## src/rtl/uart_conf_parser.sv

```systemverilog
// rtl/uart_conf_parser.sv - 8N1 UART receiver with comma-separated decimal field parser
module uart_conf_parser #(
    parameter int CLK_DIV = 16,
    parameter int N_PAR   = 5,
    parameter int PAR_W   = 16
) (
    input  logic                     clk,
    input  logic                     rst_n,
    input  logic                     uart_data,
    output logic [N_PAR*PAR_W-1:0]   conf,
    output logic                     conf_valid,
    output logic [7:0]               rx_byte,
    output logic                     rx_valid,
    output logic                     frame_err,
    output logic                     parse_err
);

    localparam int DW = $clog2(CLK_DIV);
    localparam int IW = (N_PAR > 1) ? $clog2(N_PAR) : 1;
    localparam logic [PAR_W-1:0] MAXV = '1;

    typedef enum logic [1:0] {RX_IDLE, RX_START, RX_DATA, RX_STOP} rx_state_t;
    typedef enum logic {P_FIELD, P_DISCARD} p_state_t;

    logic [1:0]      sync_q;
    logic            rxd;
    rx_state_t       rx_state, rx_next;
    logic [DW-1:0]   div;
    logic [2:0]      bit_cnt;
    logic [7:0]      shift;
    logic            half_tick, bit_tick;

    p_state_t        p_state, p_next;
    logic [PAR_W-1:0] acc, acc_n;
    logic            seen, seen_n;
    logic [IW-1:0]   idx, idx_n;
    logic [PAR_W-1:0] shadow [N_PAR];
    logic            shadow_we, commit, perr;
    logic [PAR_W+3:0] prod;
    logic            is_digit;

    assign rxd       = sync_q[1];
    assign half_tick = (div == DW'(CLK_DIV/2 - 1));
    assign bit_tick  = (div == DW'(CLK_DIV - 1));

    // Two-flop synchroniser for the asynchronous RX line; idles high.
    always_ff @(posedge clk or negedge rst_n) begin
        if (!rst_n) sync_q <= 2'b11;
        else        sync_q <= {sync_q[0], uart_data};
    end

    // RX state register.
    always_ff @(posedge clk or negedge rst_n) begin
        if (!rst_n) rx_state <= RX_IDLE;
        else        rx_state <= rx_next;
    end

    // RX next state: start bit is re-checked mid-bit so short low glitches fall back to idle.
    always_comb begin
        rx_next = rx_state;
        case (rx_state)
            RX_IDLE:  if (!rxd) rx_next = RX_START;
            RX_START: if (half_tick) rx_next = rxd ? RX_IDLE : RX_DATA;
            RX_DATA:  if (bit_tick && bit_cnt == 3'd7) rx_next = RX_STOP;
            RX_STOP:  if (bit_tick) rx_next = RX_IDLE;
            default:  rx_next = RX_IDLE;
        endcase
    end

    // RX datapath: divider, bit counter, shift register and the byte/error strobes.
    always_ff @(posedge clk or negedge rst_n) begin
        if (!rst_n) begin
            div       <= '0;
            bit_cnt   <= '0;
            shift     <= '0;
            rx_byte   <= '0;
            rx_valid  <= 1'b0;
            frame_err <= 1'b0;
        end else begin
            rx_valid  <= 1'b0;
            frame_err <= 1'b0;
            case (rx_state)
                RX_IDLE: div <= '0;
                RX_START: begin
                    div     <= half_tick ? '0 : div + 1'b1;
                    bit_cnt <= '0;
                end
                RX_DATA: begin
                    div <= bit_tick ? '0 : div + 1'b1;
                    if (bit_tick) begin
                        shift   <= {rxd, shift[7:1]};
                        bit_cnt <= bit_cnt + 1'b1;
                    end
                end
                RX_STOP: begin
                    div <= bit_tick ? '0 : div + 1'b1;
                    if (bit_tick) begin
                        if (rxd) begin
                            rx_byte  <= shift;
                            rx_valid <= 1'b1;
                        end else begin
                            frame_err <= 1'b1;
                        end
                    end
                end
                default: div <= '0;
            endcase
        end
    end

    // Saturating decimal accumulate; four guard bits keep acc*10+9 from wrapping.
    always_comb begin
        prod     = ({4'b0000, acc} << 3) + ({4'b0000, acc} << 1) + {{PAR_W{1'b0}}, rx_byte[3:0]};
        is_digit = (rx_byte >= 8'h30) && (rx_byte <= 8'h39);
    end

    // Parser next state and working-register updates, evaluated on each received byte.
    always_comb begin
        p_next    = p_state;
        acc_n     = acc;
        seen_n    = seen;
        idx_n     = idx;
        shadow_we = 1'b0;
        commit    = 1'b0;
        perr      = 1'b0;
        if (frame_err) begin
            p_next = P_DISCARD;
        end else if (rx_valid) begin
            if (p_state == P_FIELD) begin
                if (is_digit) begin
                    acc_n  = (prod > {4'b0000, MAXV}) ? MAXV : prod[PAR_W-1:0];
                    seen_n = 1'b1;
                end else if (rx_byte == 8'h2C) begin
                    if (seen && idx < IW'(N_PAR - 1)) begin
                        shadow_we = 1'b1;
                        idx_n     = idx + 1'b1;
                        acc_n     = '0;
                        seen_n    = 1'b0;
                    end else begin
                        perr   = 1'b1;
                        p_next = P_DISCARD;
                    end
                end else if (rx_byte == 8'h0A) begin
                    if (seen && idx == IW'(N_PAR - 1)) commit = 1'b1;
                    else                               perr   = 1'b1;
                    idx_n  = '0;
                    acc_n  = '0;
                    seen_n = 1'b0;
                end else if (rx_byte != 8'h0D && rx_byte != 8'h20) begin
                    perr   = 1'b1;
                    p_next = P_DISCARD;
                end
            end else if (rx_byte == 8'h0A) begin
                p_next = P_FIELD;
                idx_n  = '0;
                acc_n  = '0;
                seen_n = 1'b0;
            end
        end
    end

    // Parser registers; conf is only written as a whole on a clean line end.
    always_ff @(posedge clk or negedge rst_n) begin
        if (!rst_n) begin
            p_state    <= P_FIELD;
            acc        <= '0;
            seen       <= 1'b0;
            idx        <= '0;
            conf       <= '0;
            conf_valid <= 1'b0;
            parse_err  <= 1'b0;
            for (int k = 0; k < N_PAR; k++) shadow[k] <= '0;
        end else begin
            p_state    <= p_next;
            acc        <= acc_n;
            seen       <= seen_n;
            idx        <= idx_n;
            conf_valid <= commit;
            parse_err  <= perr;
            if (shadow_we) shadow[idx] <= acc;
            if (commit) begin
                for (int k = 0; k < N_PAR - 1; k++) conf[k*PAR_W +: PAR_W] <= shadow[k];
                conf[(N_PAR-1)*PAR_W +: PAR_W] <= acc;
            end
        end
    end

endmodule

```

## config.mk

```make
export PLATFORM = sky130hd
export DESIGN_NAME = uart_conf_parser
export DESIGN_NICKNAME = d
export VERILOG_FILES = /design/src/rtl/uart_conf_parser.sv
export SDC_FILE = /design/constraint.sdc
export NUM_CORES = 1
export LEC_CHECK = 0
export BUFFER_PORTS_ARGS = -buffer_cell sky130_fd_sc_hd__buf_2
export CAP_MARGIN = 0
export CELL_PAD_IN_SITES_DETAIL_PLACEMENT = 1
export CELL_PAD_IN_SITES_GLOBAL_PLACEMENT = 2
export CORE_UTILIZATION = 37
export DETAILED_ROUTE_END_ITERATION = 8
export PLACE_DENSITY_LB_ADDON = 0.1
export SYNTH_ARGS = -nofsm -noshare
export SYNTH_HDL_FRONTEND = slang
export SYNTH_SLANG_ARGS = --single-unit
export TNS_END_PERCENT = 100
```

## constraint.sdc

```tcl
create_clock -name clk -period 2.7 [get_ports clk]
set_input_delay 0.27 -clock clk [delete_from_list [all_inputs] [get_ports clk]]
set_output_delay 0.27 -clock clk [all_outputs]
set_load 0.05 [all_outputs]
```

Word-level counts from Yosys, hierarchy flattened

Index checks and enable logic that the tools add are counted.

Bits in registers: 212
Input bits: 3
Output and inout port bits: 92
Logic and storage cells: 133

$add $sub $neg: 5
Order comparisons: 6
Equality and inequality tests: 19
Muxes and demuxes: 65
Bitwise gates (word level): 2
Reduce and logical (&&, ||, !) cells: 16

Operators with widths:

| cell                                                               | count |
|---|---|
| two-way mux 16 bit                                                 | 7 |
| bitwise mux 80 bit                                                 | 1 |
| demux 16 bit (select 3 bit)                                        | 1 |
| two-way mux 1 bit                                                  | 40 |
| adder 19 x 17 -> 20 bit                                            | 1 |
| adder 20 x 4 -> 20 bit                                             | 1 |
| > comparator 20 x 16 -> 1 bit (second input constant)              | 1 |
| two-way mux 3 bit                                                  | 6 |
| != test 2 bit (second input constant)                              | 6 |
| one-hot mux 4 bit (3 select lines)                                 | 1 |
| two-way mux 2 bit                                                  | 5 |
| == test 8 x 4 -> 1 bit (second input constant)                     | 1 |
| == test 8 x 6 -> 1 bit (second input constant)                     | 1 |
| greater-or-equal comparator 8 x 6 -> 1 bit (second input constant) | 1 |
| <= comparator 8 x 6 -> 1 bit (second input constant)               | 1 |
| two-way mux 4 bit                                                  | 2 |
| != test 8 x 4 -> 1 bit (second input constant)                     | 1 |
| != test 8 x 6 -> 1 bit (second input constant)                     | 1 |
| one-hot mux 2 bit (4 select lines)                                 | 1 |
| AND reduction 4 bit                                                | 2 |
| adder 3 x 1 -> 3 bit (second input constant)                       | 2 |
| == test 3 bit (second input constant)                              | 2 |
| logical AND 1 bit                                                  | 6 |
| one-hot mux 3 bit (2 select lines)                                 | 1 |
| other kinds (17)                                                   | 21 |

Logic depth before layout (Yosys ltp)

Depth after elaboration: 9
Depth in mapped cells: 10
Mapped depth without buffers: 9

Worst setup path before layout

OpenSTA, ideal clock, no wires.

Path kind: reg2reg
Start: register rx_byte[3]
End: register acc[10]
Setup time: 0.150 ns
Arrival: 3.100 ns
Data required time: 2.550 ns
Path slack: -0.550 ns
Stages on the path, launching flop included: 10
Path buffers: 1
Clock period less this slack: 3.250 ns
Path through: dfrtp_1 > fa_1 > fa_1 > a211oi_1 > o21a_1 > o31a_1 > o211ai_1 > a31oi_1 > buf_4 > a41oi_1

Word-level cells in the longest chain between the ends: 5
Elaborated cells between the ends (all ways): 14
Classes of those cells: add/sub: 1; order compare: 3; eq/ne: 3; mux: 5; reduce/logical: 2

Ends and longest elaborated chain:

| element                                                             | RTL line      | RTL |
|---|---|---|
| start, declared                                                     | 12            | `output logic [7:0] rx_byte,` |
| start signal, assigned                                              | 99            | `rx_byte <= shift;` |
| adder 20 x 4 -> 20 bit or == test 8 x 4 -> 1 bit (tied branches)    | 113, 143, 153 |  |
| > comparator 20 x 16 -> 1 bit or two-way mux 16 bit (tied branches) | n/a           |  |
| two-way mux 16 bit (on tied branches)                               | 131, 133      |  |
| two-way mux 16 bit                                                  | 130           | `if (is_digit) begin` |
| two-way mux 16 bit                                                  | 129           | `if (p_state == P_FIELD) begin` |
| end signal, assigned                                                | 175           | `acc <= acc_n;` |
| end, declared                                                       | 34            | `logic [PAR_W-1:0] acc, acc_n;` |

Several ways; a longest one is shown, not always the timed one.
A chain may end at the register's enable or synchronous reset.

Final worst setup path

Start: register acc[2]
End: register acc[7]

Word-level cells in the longest chain between the ends: 6

Ends and longest elaborated chain:

| element                       | RTL line | RTL |
|---|---|---|
| adder 19 x 17 -> 20 bit (*)   | 113      | `prod = ({4'b0000, acc} << 3) + ({4'b0000, acc} << 1) + {{PAR_W{1'b0}}, rx_byte[3:0]};` |
| adder 20 x 4 -> 20 bit (*)    | 113      |  |
| > comparator 20 x 16 -> 1 bit | 131      | `acc_n = (prod > {4'b0000, MAXV}) ? MAXV : prod[PAR_W-1:0];` |
| two-way mux 16 bit (*)        | 131      |  |
| two-way mux 16 bit (*)        | 130      |  |
| two-way mux 16 bit (*)        | 129      |  |

Mark *: on every way between the ends. The rest lies on a longest branch, timed or not.

==> results.yml <==
routing:
  drt_wl_total_mm: 21.5
  dr.pass1.iters: 6
  route.detailed.wl_per_inst_um: 19.1
  viasPerCell: 5.14
  via_count: 5763
  route.detailed.drc: 0
  drtAntennaViolNets: 0
  first_iter_violations: 183
synthesis:
  synth_warnings: 0
  synthDistinctLibCells: 60
  async_flop_share: 1.00
  yosys.area_share.xor_xnor: 0.0140
  synth_edf_count: 0
  synth_top_family_by_area: "multiplexers"
  synth_compound_area_frac: 0.0811
  synthesis.nets: 683
  postSynthAreaPerCell_um2: 13.7
  synth-simple-area-share: 0.0559
  muxShareOfSynthArea: 0.213
  synth.yosys.seq_area_share: 0.559
  ys_ff_latch: 196
  ys.flop_type: "dfrtp_1"
  synth_area_mm2: 0.00878
  syn_inst: 642
  synthAdderAreaFrac: 0.0559
sta:
  slew_headroom: 0.677
  fmaxAchievable_mhz: 359
  rsz0062_at_grt: "yes"
  clock-skew-final_ns: 0.0127
  fin_crit_ns: 2.78
  hold_viol: 0
  final_max_slew_viol_count: 0
  period_share: 1.03
  fin_ws_ns: -0.0819
  worst_slew_pin_slew_ns: 0.484
  setup_viol: 11
worst_hold_path:
  holdCritPathClass: "primary input to asynchronous set/reset pin"
critical_path:
  crit_chain: "fa_1 -> fa_2 -> a211oi_2 -> o21a_1 -> o31a_1 -> o211ai_1 -> a31oi_4 -> buf_12 -> a41oi_1"
  end_kind: "register"
  crit_arrival_ns: 3.07
  critPathMaxStageDelay_ns: 0.54
  worst_ep_required_time_ns: 2.98
  crit_fanout: 16
  r2r_slack_ns: -0.08
  cp_num_buf_inv: 1
  critical_path.top_delay_family: "compound AO/OA/AOI/OAI gates"
  crit_type: "register to register"
  start_kind: "register"
  worst_path_max_delay_cell: "fa_1"
clocking:
  cts_tree: "yes"
  htree_levels: 4
  clkLatencyLatePin_ns: 0.44
  path_clk_slew_ns: 0.08
  clockBufferDepth: 2
  numCtsBuffers: 17
  cts_root_buf: "clkbuf_16"
  clock_sinks: 196
floorplan:
  dieArea_mm2: 0.0243
  die_w_um: 156
  pin_count: 95
  rows: 55
  start_util: 0.383
  core_mm2: 0.0229
  die_h_um: 156
global_route:
  grt_use_total: 0.188
  first_global_vias: 6454
  grt_max_degree: 80
  grt_pass1_wl_mm: 35.4
  gr-total-overflow: 0
  antenna_found_initial: 0
pwr:
  p_leak_nw: 5.71
  vdd_ir_drop_max_uv: 399
  powerDensity_mw_per_mm2: 547
  finalPower_mw: 5.93
finish:
  num-fill-cells: 2337
  antenna_cells: 0
  instances_no_fill: 1122
  drive_above_1_share: 0.476
  syn_to_final_growth_pct: 23.5
  layout_commonest_cell: "dfrtp_1"
  final_cell_mix: "dfrtp_1 (191), mux2_2 (151), buf_2 (93), buf_4 (60), ha_1 (33)"
  fin_nets: 838
status:
  violations: "setup timing"
  status: "finished with violations"
place:
  port_buffers: 94
  place.gp.congestion: 0.810
  dp_cells: 1085
  hpwl_mm: 15.4
flow_run:
  drv_cap: 0
## logic make-up (layout without fill, tap and decap cells)
logic type,Yosys count,after routing
flops,196,196
mux,163,163
compound gates,107,107
simple gates,88,88
fa+ha+maj,38,38
buf+inv,36,203
xor+xnor,14,14
## per-layer routing
metal	part of all wire	up-vias	global-route usage
li1	-	2684	-
met1	0.46	2976	0.244
met2	0.51	83	0.330
met3	0.023	20	0.0269
met4	0.011	0	0.0462
met5	0	-	0
## flip-flops by register name, indices dropped and copies added (netlist names), 3 cells and up, named ones only
signal   count
conf        80
shadow      64
acc         16
rx_byte      8
shift        8
div          4
bit_cnt      3
idx          3
## timing repair
action,4_1_cts,5_1_grt
resized for setup,2,15
cloned,0,1
pin swaps,3,5
hold endpoints to repair,52,0
hold buffers,2,0
buffers inserted,3,0
endpoints found under the setup margin,16,16
## where the power goes
part | switching, mW | internal (mW) | total (mW)
logic | 0.151 | 0.107 | 0.258
clock network | 1.25 | 1.34 | 2.59
registers | 0.0921 | 2.99 | 3.09
total | 1.50 | 4.44 | 5.93
## final cells by class
class                      count  area (um^2)  share of cell area
inverter                      10         37.5             0.00346
sequential                   196         4910               0.453
clock buffer                  17          425              0.0392
clock inverter                14          188              0.0173
tap                          313          392              0.0361
timing repair buffer         162         1050              0.0971
multi-input combinational    410         3830               0.354
## Yosys cell counts, types with 3 or more instances
master | instances | area (um^2)
or4_1 | 3 | 22.5
clkbuf_1 | 7 | 26.3
nand3_1 | 15 | 75.1
a31oi_1 | 14 | 87.6
buf_4 | 4 | 30.0
nand2_1 | 12 | 45.0
mux2_2 | 151 | 1700
nand2b_1 | 3 | 18.8
a21o_1 | 7 | 52.6
nor2b_1 | 4 | 25.0
nor3b_1 | 3 | 22.5
xnor2_1 | 10 | 87.6
mux2_4 | 10 | 150
ha_1 | 36 | 450
a211oi_1 | 5 | 37.5
buf_2 | 11 | 55.1
nor3_2 | 3 | 30.0
xor2_1 | 4 | 35.0
a41oi_1 | 10 | 87.6
o211ai_1 | 4 | 30.0
nor2_1 | 14 | 52.6
a21oi_1 | 31 | 155
dfrtp_1 | 194 | 4850
o21ai_0 | 13 | 65.1
and3_1 | 6 | 37.5
nor3_1 | 10 | 50.1
inv_1 | 10 | 37.5
## per-stage QoR
step	hold slack [ns]	utilization	setup TNS (ns)	instance area (um^2)	setup slack (ns)
floorplan	-0.0256	-	-0.185	8850	-0.0462
global placement	0.273	0.440	-0.714	10100	-0.0669
detailed placement	0.279	0.440	-0.977	10100	-0.103
CTS	0.360	0.469	-1.06	10800	-0.119
global route	0.366	0.473	-2.67	10800	-0.204
finish	0.352	0.473	-0.622	10800	-0.0819
## worst paths after layout
kind                            startpoint    endpoint  depth (start not counted)
max in group asynchronous            rst_n  shadow[67]                          3
worst max register to register      acc[2]      acc[7]                          9
worst min register to register   sync_q[0]   sync_q[1]                          0
min in group clk                 sync_q[0]   sync_q[1]                          0
worst min-delay path                 rst_n  shadow[47]                          2
worst max-delay path                acc[2]      acc[7]                          9
## worst register-to-register path, cell delays in order (launching register included)
cell and delay (ns):
dfrtp_1 0.42, fa_1 0.54, fa_2 0.40, a211oi_2 0.24, o21a_1 0.21, o31a_1 0.16
o211ai_1 0.15, a31oi_4 0.21, buf_12 0.17, a41oi_1 0.14
Power figures use the tool's default switching activity.
